[config.mk]
export PLATFORM = sky130hd
export DESIGN_NAME = imem_loader
export DESIGN_NICKNAME = d
export VERILOG_FILES = /design/src/rtl/imem_loader.sv
export SDC_FILE = /design/constraint.sdc
export NUM_CORES = 1
export LEC_CHECK = 0
export ABC_AREA = 1
export CELL_PAD_IN_SITES_DETAIL_PLACEMENT = 0
export CELL_PAD_IN_SITES_GLOBAL_PLACEMENT = 1
export CORE_MARGIN = 2
export CORE_UTILIZATION = 35
export CTS_CLUSTER_DIAMETER = 200
export DETAILED_ROUTE_END_ITERATION = 10
export HOLD_SLACK_MARGIN = 0.02
export PLACE_DENSITY = 0.79
export SLEW_MARGIN = 0
export SYNTH_ARGS = -nofsm -noshare
export SYNTH_HDL_FRONTEND = slang
export SYNTH_SLANG_ARGS = --single-unit
[constraint.sdc]
create_clock -name clk -period 1.4 [get_ports clk]
set_input_delay 0.28 -clock clk [delete_from_list [all_inputs] [get_ports clk]]
set_output_delay 0.28 -clock clk [all_outputs]
set_load 0.05 [all_outputs]
[src/rtl/imem_loader.sv]
// Boot-time program loader: assembles a byte stream into 32-bit words, writes
// them to instruction memory and releases the core once the checksum verifies.
module imem_loader #(
    parameter int unsigned           ADDR_WIDTH = 8,
    parameter logic [ADDR_WIDTH-1:0] BASE_ADDR  = '0
) (
    input  logic                  clk,
    input  logic                  rst,
    input  logic                  start,
    input  logic                  byte_valid,
    input  logic [7:0]            byte_data,
    output logic                  byte_ready,
    output logic                  imem_wren,
    output logic [ADDR_WIDTH-1:0] imem_address,
    output logic [31:0]           imem_data,
    output logic                  cpu_rst,
    output logic                  cpu_enable,
    output logic                  busy,
    output logic                  done,
    output logic                  error
);

    typedef enum logic [2:0] {
        S_IDLE,
        S_HEADER,
        S_DATA,
        S_CHECK,
        S_RUN,
        S_ERROR
    } state_t;

    state_t                  state_q, state_d;
    logic [7:0]              words_left_q, words_left_d;
    logic [1:0]              byte_idx_q, byte_idx_d;
    logic [7:0]              csum_q, csum_d;
    logic [31:0]             word_q, word_d;
    logic [ADDR_WIDTH-1:0]   addr_q, addr_d;
    logic                    wren_q, wren_d;
    logic                    cpu_rst_q, cpu_rst_d;
    logic                    cpu_en_q, cpu_en_d;
    logic                    accept;

    always_comb begin
        byte_ready = (state_q == S_HEADER) || (state_q == S_DATA) || (state_q == S_CHECK);
        accept     = byte_valid && byte_ready;
    end

    always_ff @(posedge clk or negedge rst) begin
        if (!rst) begin
            state_q      <= S_IDLE;
            words_left_q <= '0;
            byte_idx_q   <= '0;
            csum_q       <= '0;
            word_q       <= '0;
            addr_q       <= BASE_ADDR;
            wren_q       <= 1'b0;
            cpu_rst_q    <= 1'b0;
            cpu_en_q     <= 1'b0;
        end else begin
            state_q      <= state_d;
            words_left_q <= words_left_d;
            byte_idx_q   <= byte_idx_d;
            csum_q       <= csum_d;
            word_q       <= word_d;
            addr_q       <= addr_d;
            wren_q       <= wren_d;
            cpu_rst_q    <= cpu_rst_d;
            cpu_en_q     <= cpu_en_d;
        end
    end

    always_comb begin
        state_d      = state_q;
        words_left_d = words_left_q;
        byte_idx_d   = byte_idx_q;
        csum_d       = csum_q;
        word_d       = word_q;
        addr_d       = addr_q;
        wren_d       = 1'b0;

        // Address advances after the write cycle; wren_q never overlaps a start.
        if (wren_q) begin
            addr_d = addr_q + ADDR_WIDTH'(1);
        end

        unique case (state_q)
            S_IDLE, S_RUN, S_ERROR: begin
                if (start) begin
                    state_d      = S_HEADER;
                    csum_d       = '0;
                    byte_idx_d   = '0;
                    words_left_d = '0;
                    addr_d       = BASE_ADDR;
                end
            end
            S_HEADER: begin
                if (accept) begin
                    words_left_d = byte_data;
                    csum_d       = byte_data;
                    state_d      = S_DATA;
                end
            end
            S_DATA: begin
                if (accept) begin
                    word_d     = {word_q[23:0], byte_data};
                    csum_d     = csum_q ^ byte_data;
                    byte_idx_d = byte_idx_q + 2'd1;
                    if (byte_idx_q == 2'd3) begin
                        wren_d = 1'b1;
                        if (words_left_q == 8'd0) begin
                            state_d = S_CHECK;
                        end else begin
                            words_left_d = words_left_q - 8'd1;
                        end
                    end
                end
            end
            S_CHECK: begin
                if (accept) begin
                    state_d = (byte_data == csum_q) ? S_RUN : S_ERROR;
                end
            end
            default: state_d = S_IDLE;
        endcase

        cpu_rst_d = (state_d == S_RUN);
        cpu_en_d  = (state_d == S_RUN);
    end

    always_comb begin
        imem_wren    = wren_q;
        imem_address = addr_q;
        imem_data    = word_q;
        cpu_rst      = cpu_rst_q;
        cpu_enable   = cpu_en_q;
        busy         = (state_q == S_HEADER) || (state_q == S_DATA) || (state_q == S_CHECK);
        done         = (state_q == S_RUN);
        error        = (state_q == S_ERROR);
    end

endmodule

# [After elaboration in Yosys (flattened, before gate mapping)]
# Index checks and enable logic that the tools add are counted.
# Widths: inputs -> output; s select.
[word_totals] regBits=63 inputBits=12 word_cells=62
[classes] n_addsub=3 eq_ne=13 muxes=25 bitwise=1 reduce_logical=12
[ops] operator="$mux 8" count=9
[ops] operator="$pmux 8 s3" count=2
[ops] operator="$mux 3" count=6
[ops] operator="$pmux 3 s4" count=1
[ops] operator="$eq 3x3->1 const B" count=3
[ops] operator="$add 8x1->8 const B" count=1
[ops] operator="$eq 8x8->1" count=1
[ops] operator="$logic_not 8->1" count=1
[ops] operator="$ne 2x2->1 const B" count=4
[ops] operator="$sub 8x1->8 const B" count=1
[ops] operator="$xor 8x8->8" count=1
[ops] operator="$eq 3x2->1 const B" count=2
[ops] operator="$reduce_and 6->1" count=1
[ops] operator="$mux 1" count=4
[ops] operator="$mux 2" count=2
[ops] operator="$pmux 2 s2" count=1
[ops] operator="$reduce_and 4->1" count=1
[ops] operator="$eq 3x1->1 const B" count=1
[ops] operator="$logic_not 3->1" count=1
[ops] operator="$reduce_and 3->1" count=1
[ops] operator="$reduce_bool 3->1" count=1
[ops] operator="$reduce_or 3->1" count=1
[ops] operator="$add 2x1->2 const B" count=1
[ops] operator="$eq 2x2->1 const B" count=1
[ops] operator="5 further kinds" count=6

# [Logic depth before layout (Yosys ltp)]
[depth] depth_word=7 ltp_mapped=10 ltp_nobuf=10

# [Worst setup path after synthesis]
# No wires, ideal clock.
[synth_timing] path_kind="register to register" start="reg state_q[1]" end="reg cpu_en_q (netlist: cpu_enable)" setup_time_ps=114 arrival_ps=1562 path_slack_ps=-277 path_stages_with_launch=8 path_cell_list="dfrtp_1 nor2_1 inv_1 nor2_1 nand3b_1 nor2_1 nand2_1 nor2_1"
[synth_rtl] element="start, declared" line="32" source="state_t state_q, state_d;"
[synth_rtl] element="start signal, assigned" line="60" source="state_q <= state_d;"
[synth_rtl] element="$eq 3x3->1"
[synth_rtl] element="named net error" line="20" source="output logic error"
[synth_rtl] element="$reduce_or 3->1" line="86" source="unique case (state_q)"
[synth_rtl] element="$pmux 3 s4" line="86"
[synth_rtl] element="named net state_d[0]" line="32"
[synth_rtl] element="$eq 3x3->1" line="127" source="cpu_en_d = (state_d == S_RUN);"
[synth_rtl] element="named net cpu_en_d" line="40" source="logic cpu_en_q, cpu_en_d;"
[synth_rtl] element="end signal, assigned" line="68" source="cpu_en_q <= cpu_en_d;"
[synth_rtl] element="end, declared" line="40"
# The timed path passes the listed nets, and every way through them passes these cells.
# A chain may end at the register's enable or synchronous reset.

# [Final worst setup path]
[layout_timing] start="reg state_q[1]" end="out byte_ready"
[layout_between] elab_chain_len=3
[layout_lines] element="$eq 3x1->1 / $eq 3x2->1 (equally long branches)" line="44" source="byte_ready = (state_q == S_HEADER) || (state_q == S_DATA) || (state_q == S_CHECK);"
[layout_lines] element="$logic_or 1x1->1" line="44"
[layout_lines] element="$logic_or 1x1->1 (*)" line="44"
[layout_lines] element="end, declared" line="12" source="output logic byte_ready,"
# Mark *: on every way between the ends. The rest lies on a longest branch, timed or not.

==> metrics.txt <==
# TYPE chip_impl_metric gauge
chip_impl_metric{name="dpl.hpwl",unit="um"} 5180
chip_impl_metric{name="firstDrtPassIters",unit=""} 4
chip_impl_metric{name="die_w",unit="um"} 97.4
chip_impl_metric{name="synth-edff-count",unit=""} 0
chip_impl_metric{name="num_antenna_cells",unit=""} 0
chip_impl_info{name="grt_setup_unrepaired",value="true"} 1
chip_impl_metric{name="post_synthesis_share_of_cell_area_spent_on_full_adders_half_adders_and_majority_gates",unit="%"} 1.64
chip_impl_metric{name="critPathRequiredTime",unit="ps"} 1120
chip_impl_metric{name="clockBufferDepth",unit=""} 2
chip_impl_info{name="outcome",value="finished, violations left"} 1
chip_impl_metric{name="syn_inst",unit=""} 353
chip_impl_metric{name="regToRegSetupSlack",unit="ps"} -190
chip_impl_metric{name="synth_async_sr_flop_share",unit="%"} 100
chip_impl_info{name="cts_tree",value="done"} 1
chip_impl_metric{name="cts_max_level",unit=""} 3
chip_impl_metric{name="die_h",unit="um"} 97.4
chip_impl_metric{name="synth_cell_types",unit=""} 25
chip_impl_info{name="critical_path_end_type",value="primary output"} 1
chip_impl_metric{name="clock.fmax",unit="MHz"} 618
chip_impl_metric{name="grt-ovfl-total",unit=""} 0
chip_impl_metric{name="slew_viol_final",unit=""} 0
chip_impl_metric{name="final.period_utilization",unit="%"} 116
chip_impl_info{name="critical_path.cell_chain",value="inv_2 -> nor2_4 -> buf_6 -> nor2_4 -> inv_2 -> buf_12"} 1
chip_impl_info{name="crit_type",value="flip-flop to primary output"} 1
chip_impl_metric{name="port_buffers",unit=""} 58
chip_impl_metric{name="peakVddDrop",unit="V"} 0.00178
chip_impl_info{name="clockRootBuffer",value="clkbuf_8"} 1
chip_impl_metric{name="yosys_warning_count",unit=""} 0
chip_impl_metric{name="wl_per_cell",unit="um"} 13.2
chip_impl_metric{name="max_slew.worst_pin.slew",unit="ps"} 336
chip_impl_info{name="critical_path_cell_with_the_highest_stage_delay",value="dfrtp_1"} 1
chip_impl_metric{name="io_pins",unit=""} 59
chip_impl_metric{name="synthSimpleGateAreaFrac",unit="%"} 22.7
chip_impl_metric{name="placement.cell_area",unit="sq um"} 4500
chip_impl_metric{name="drv.max_cap_violation_count",unit=""} 0
chip_impl_metric{name="postSynthAreaPerCell",unit="sq um"} 8.66
chip_impl_metric{name="antenna_violations_before_repair",unit=""} 0
chip_impl_metric{name="cts_sinks",unit=""} 63
chip_impl_metric{name="power_density",unit="nW/um^2"} 2520
chip_impl_metric{name="number_of_nets_still_failing_antenna_checks_after_routing",unit=""} 0
chip_impl_metric{name="flow.area_growth_from_synthesis",unit="%"} 64.2
chip_impl_metric{name="final_layout_size_suffix_gt1_share",unit="%"} 39.0
chip_impl_metric{name="r2r_cells",unit=""} 7
chip_impl_metric{name="row_count",unit=""} 34
chip_impl_metric{name="synthXorXnorAreaFrac",unit="%"} 0.287
chip_impl_metric{name="netlist_area",unit="sq um"} 3060
chip_impl_metric{name="cpPeakStageDelay",unit="ps"} 420
chip_impl_metric{name="numCtsBuffers",unit=""} 9
chip_impl_metric{name="routed_wl",unit="um"} 7680
chip_impl_metric{name="initial_core_util",unit="%"} 35.6
chip_impl_info{name="hp-class",value="primary input to asynchronous set/reset pin"} 1
chip_impl_metric{name="final_design_area_no_fill",unit="sq um"} 5020
chip_impl_info{name="synth_top_family_by_area",value="simple AND/OR/NAND/NOR gates"} 1
chip_impl_info{name="reg_to_reg_start",value="state_q[0]$_DFF_PN0_"} 1
chip_impl_metric{name="routability_driven_placement_congestion_ratio",unit=""} 0.809
chip_impl_metric{name="finClkSkew",unit="ps"} 6.75
chip_impl_metric{name="headroom_to_the_max_slew_limit",unit="%"} 77.6
chip_impl_info{name="failing_checks",value="setup timing"} 1
chip_impl_metric{name="vias_per_cell",unit=""} 4.69
chip_impl_info{name="most_instantiated_flip_flop_cell_in_the_synthesis_netlist",value="dfrtp_1"} 1
chip_impl_metric{name="setup_viol_count_final",unit=""} 59
chip_impl_metric{name="clk_pin_slew",unit="ps"} 70
chip_impl_metric{name="grt_use_total",unit="%"} 16.9
chip_impl_metric{name="design.die.area",unit="sq um"} 9490
chip_impl_metric{name="postSynthRegisterBits",unit=""} 63
chip_impl_metric{name="nNetsFinal",unit=""} 485
chip_impl_metric{name="report.final.hold_viol_count",unit=""} 0
chip_impl_metric{name="core_area",unit="sq um"} 8590
chip_impl_metric{name="drc",unit=""} 0
chip_impl_metric{name="grt_start_max_net_pins",unit=""} 64
chip_impl_info{name="worst_r2r_endpoint",value="imem_data[14]$_DFFE_PN0P_"} 1
chip_impl_metric{name="worst_slack",unit="ps"} -218
chip_impl_info{name="final_cell_mix",value="nand2_1 (96), dfrtp_1 (57), buf_12 (50), buf_4 (41), inv_1 (36)"} 1
chip_impl_metric{name="worstPathMaxFanout",unit=""} 3
chip_impl_info{name="mostFrequentLayoutCell",value="nand2_1"} 1
chip_impl_metric{name="synth_sequential_area_ratio",unit="%"} 51.6
chip_impl_metric{name="power.leakage",unit="uW"} 0.00245
chip_impl_metric{name="insertion_delay",unit="ps"} 340
chip_impl_info{name="worstSetupStartpointType",value="flip-flop"} 1
chip_impl_metric{name="grt_first_pass_wirelength",unit="um"} 12800
chip_impl_metric{name="net_count_after_synthesis",unit=""} 369
chip_impl_metric{name="drt-initial-drc-count",unit=""} 111
chip_impl_metric{name="post_synth_mux_area_share",unit="%"} 8.85
chip_impl_metric{name="synth_compound_area_share",unit="%"} 7.58
chip_impl_metric{name="crit_arrival",unit="ps"} 1340
chip_impl_metric{name="final_core_util",unit="%"} 58.4
chip_impl_metric{name="vias_in_the_first_global_route",unit=""} 2743
chip_impl_metric{name="dr_total_vias",unit=""} 2722
chip_impl_metric{name="timing.final.crit_period",unit="ps"} 1620
## cell families (layout without fill, tap and decap cells)
logic type,Yosys count,after routing
and+or+nand+nor,166,166
AOI/OAI and AO/OA,45,45
muxes,24,24
xor gates and xnor gates,1,1
adders and majority gates,4,4
DFF,63,63
buffers and inverters,50,169
## critical path: cells and delay by family (launching register included)
family | cells | cell delay, ps
buffers and inverters | 4 | 430
and+or+nand+nor | 2 | 150
DFF | 1 | 420
## routing by layer
| layer | track usage [%] | routed length, um | vias to the layer above |
|---|---|---|---|
| met5 | 0 | 0 | - |
| met1 | 20.9 | 3330 | 1295 |
| met3 | 3.17 | 282 | 10 |
| met4 | 7.80 | 107 | 0 |
| met2 | 28.6 | 3960 | 55 |
| li1 | - | - | 1362 |
## cell usage after synthesis (4+ instances only)
| master | number | share of area, % |
|---|---|---|
| nand2_2 | 4 | 0.82 |
| nand3_1 | 13 | 2.1 |
| a21oi_1 | 8 | 1.3 |
| nand2_1 | 106 | 13 |
| inv_1 | 41 | 5.0 |
| o21ai_0 | 32 | 5.2 |
| nand4_1 | 5 | 1.0 |
| mux2_2 | 24 | 8.8 |
| nor2_1 | 30 | 3.7 |
| dfrtp_1 | 63 | 52 |
| ha_1 | 4 | 1.6 |
| buf_6 | 4 | 1.5 |
## layout make-up
class	count	area [sq um]
fill	709	3580
timing repair buffer	113	1590
sequential	63	1580
multi-input combinational	240	1360
inverter	42	158
clock buffer	10	138
tap	108	135
clock inverter	4	47.5
## sequential cells by signal (all words and copies together) (netlist names)
| register | count |
|---|---|
| byte_idx_q | 2 |
| cpu_enable | 1 |
| csum_q | 8 |
| imem_address | 8 |
| imem_data | 32 |
| imem_wren | 1 |
| state_q | 3 |
| words_left_q | 8 |
## worst max path at each step
stage | endpoint | cells past startpoint | start
floorplan | cpu_enable$_DFF_PN0_ | 7 | state_q[1]$_DFF_PN0_
global placement | words_left_q[4]$_DFFE_PN0P_ | 9 | start
detailed placement | words_left_q[1]$_DFFE_PN0P_ | 9 | byte_valid
CTS | busy | 6 | state_q[0]$_DFF_PN0_
global route | csum_q[7]$_DFFE_PN0P_ | 11 | state_q[0]$_DFF_PN0_
finish | byte_ready | 6 | state_q[1]$_DFF_PN0_
## power by group
part	switching [uW]	internal (uW)
clock	690	844
combinational	4060	3890
sequential	685	2470
total	5430	7200
## stage by stage
stage                     setup WS, ps  std cells  hold WS [ps]  TNS, ps  total power (uW)
after floorplan                  -47.6        353         -15.6    -47.6              6850
after global placement            -241        547           322    -8710             10000
after detailed placement          -240        547           322    -9190             10200
after CTS                         -217        576           488    -7340             12400
after global routing              -271        580           528   -12460             13400
final                             -218        580           483    -8520             12600
## what timing repair did
| action | CTS | global route |
|---|---|---|
| setup buffers | 11 | 3 |
| pin swaps | 5 | 8 |
| endpoints found under the setup margin | 48 | 64 |
| hold buffers | 1 | 0 |
| gates resized for setup | 31 | 17 |
| endpoints found under the hold margin | 63 | 0 |
| gates cloned | 3 | 1 |
Note: power is estimated with default switching activity, not from simulation.
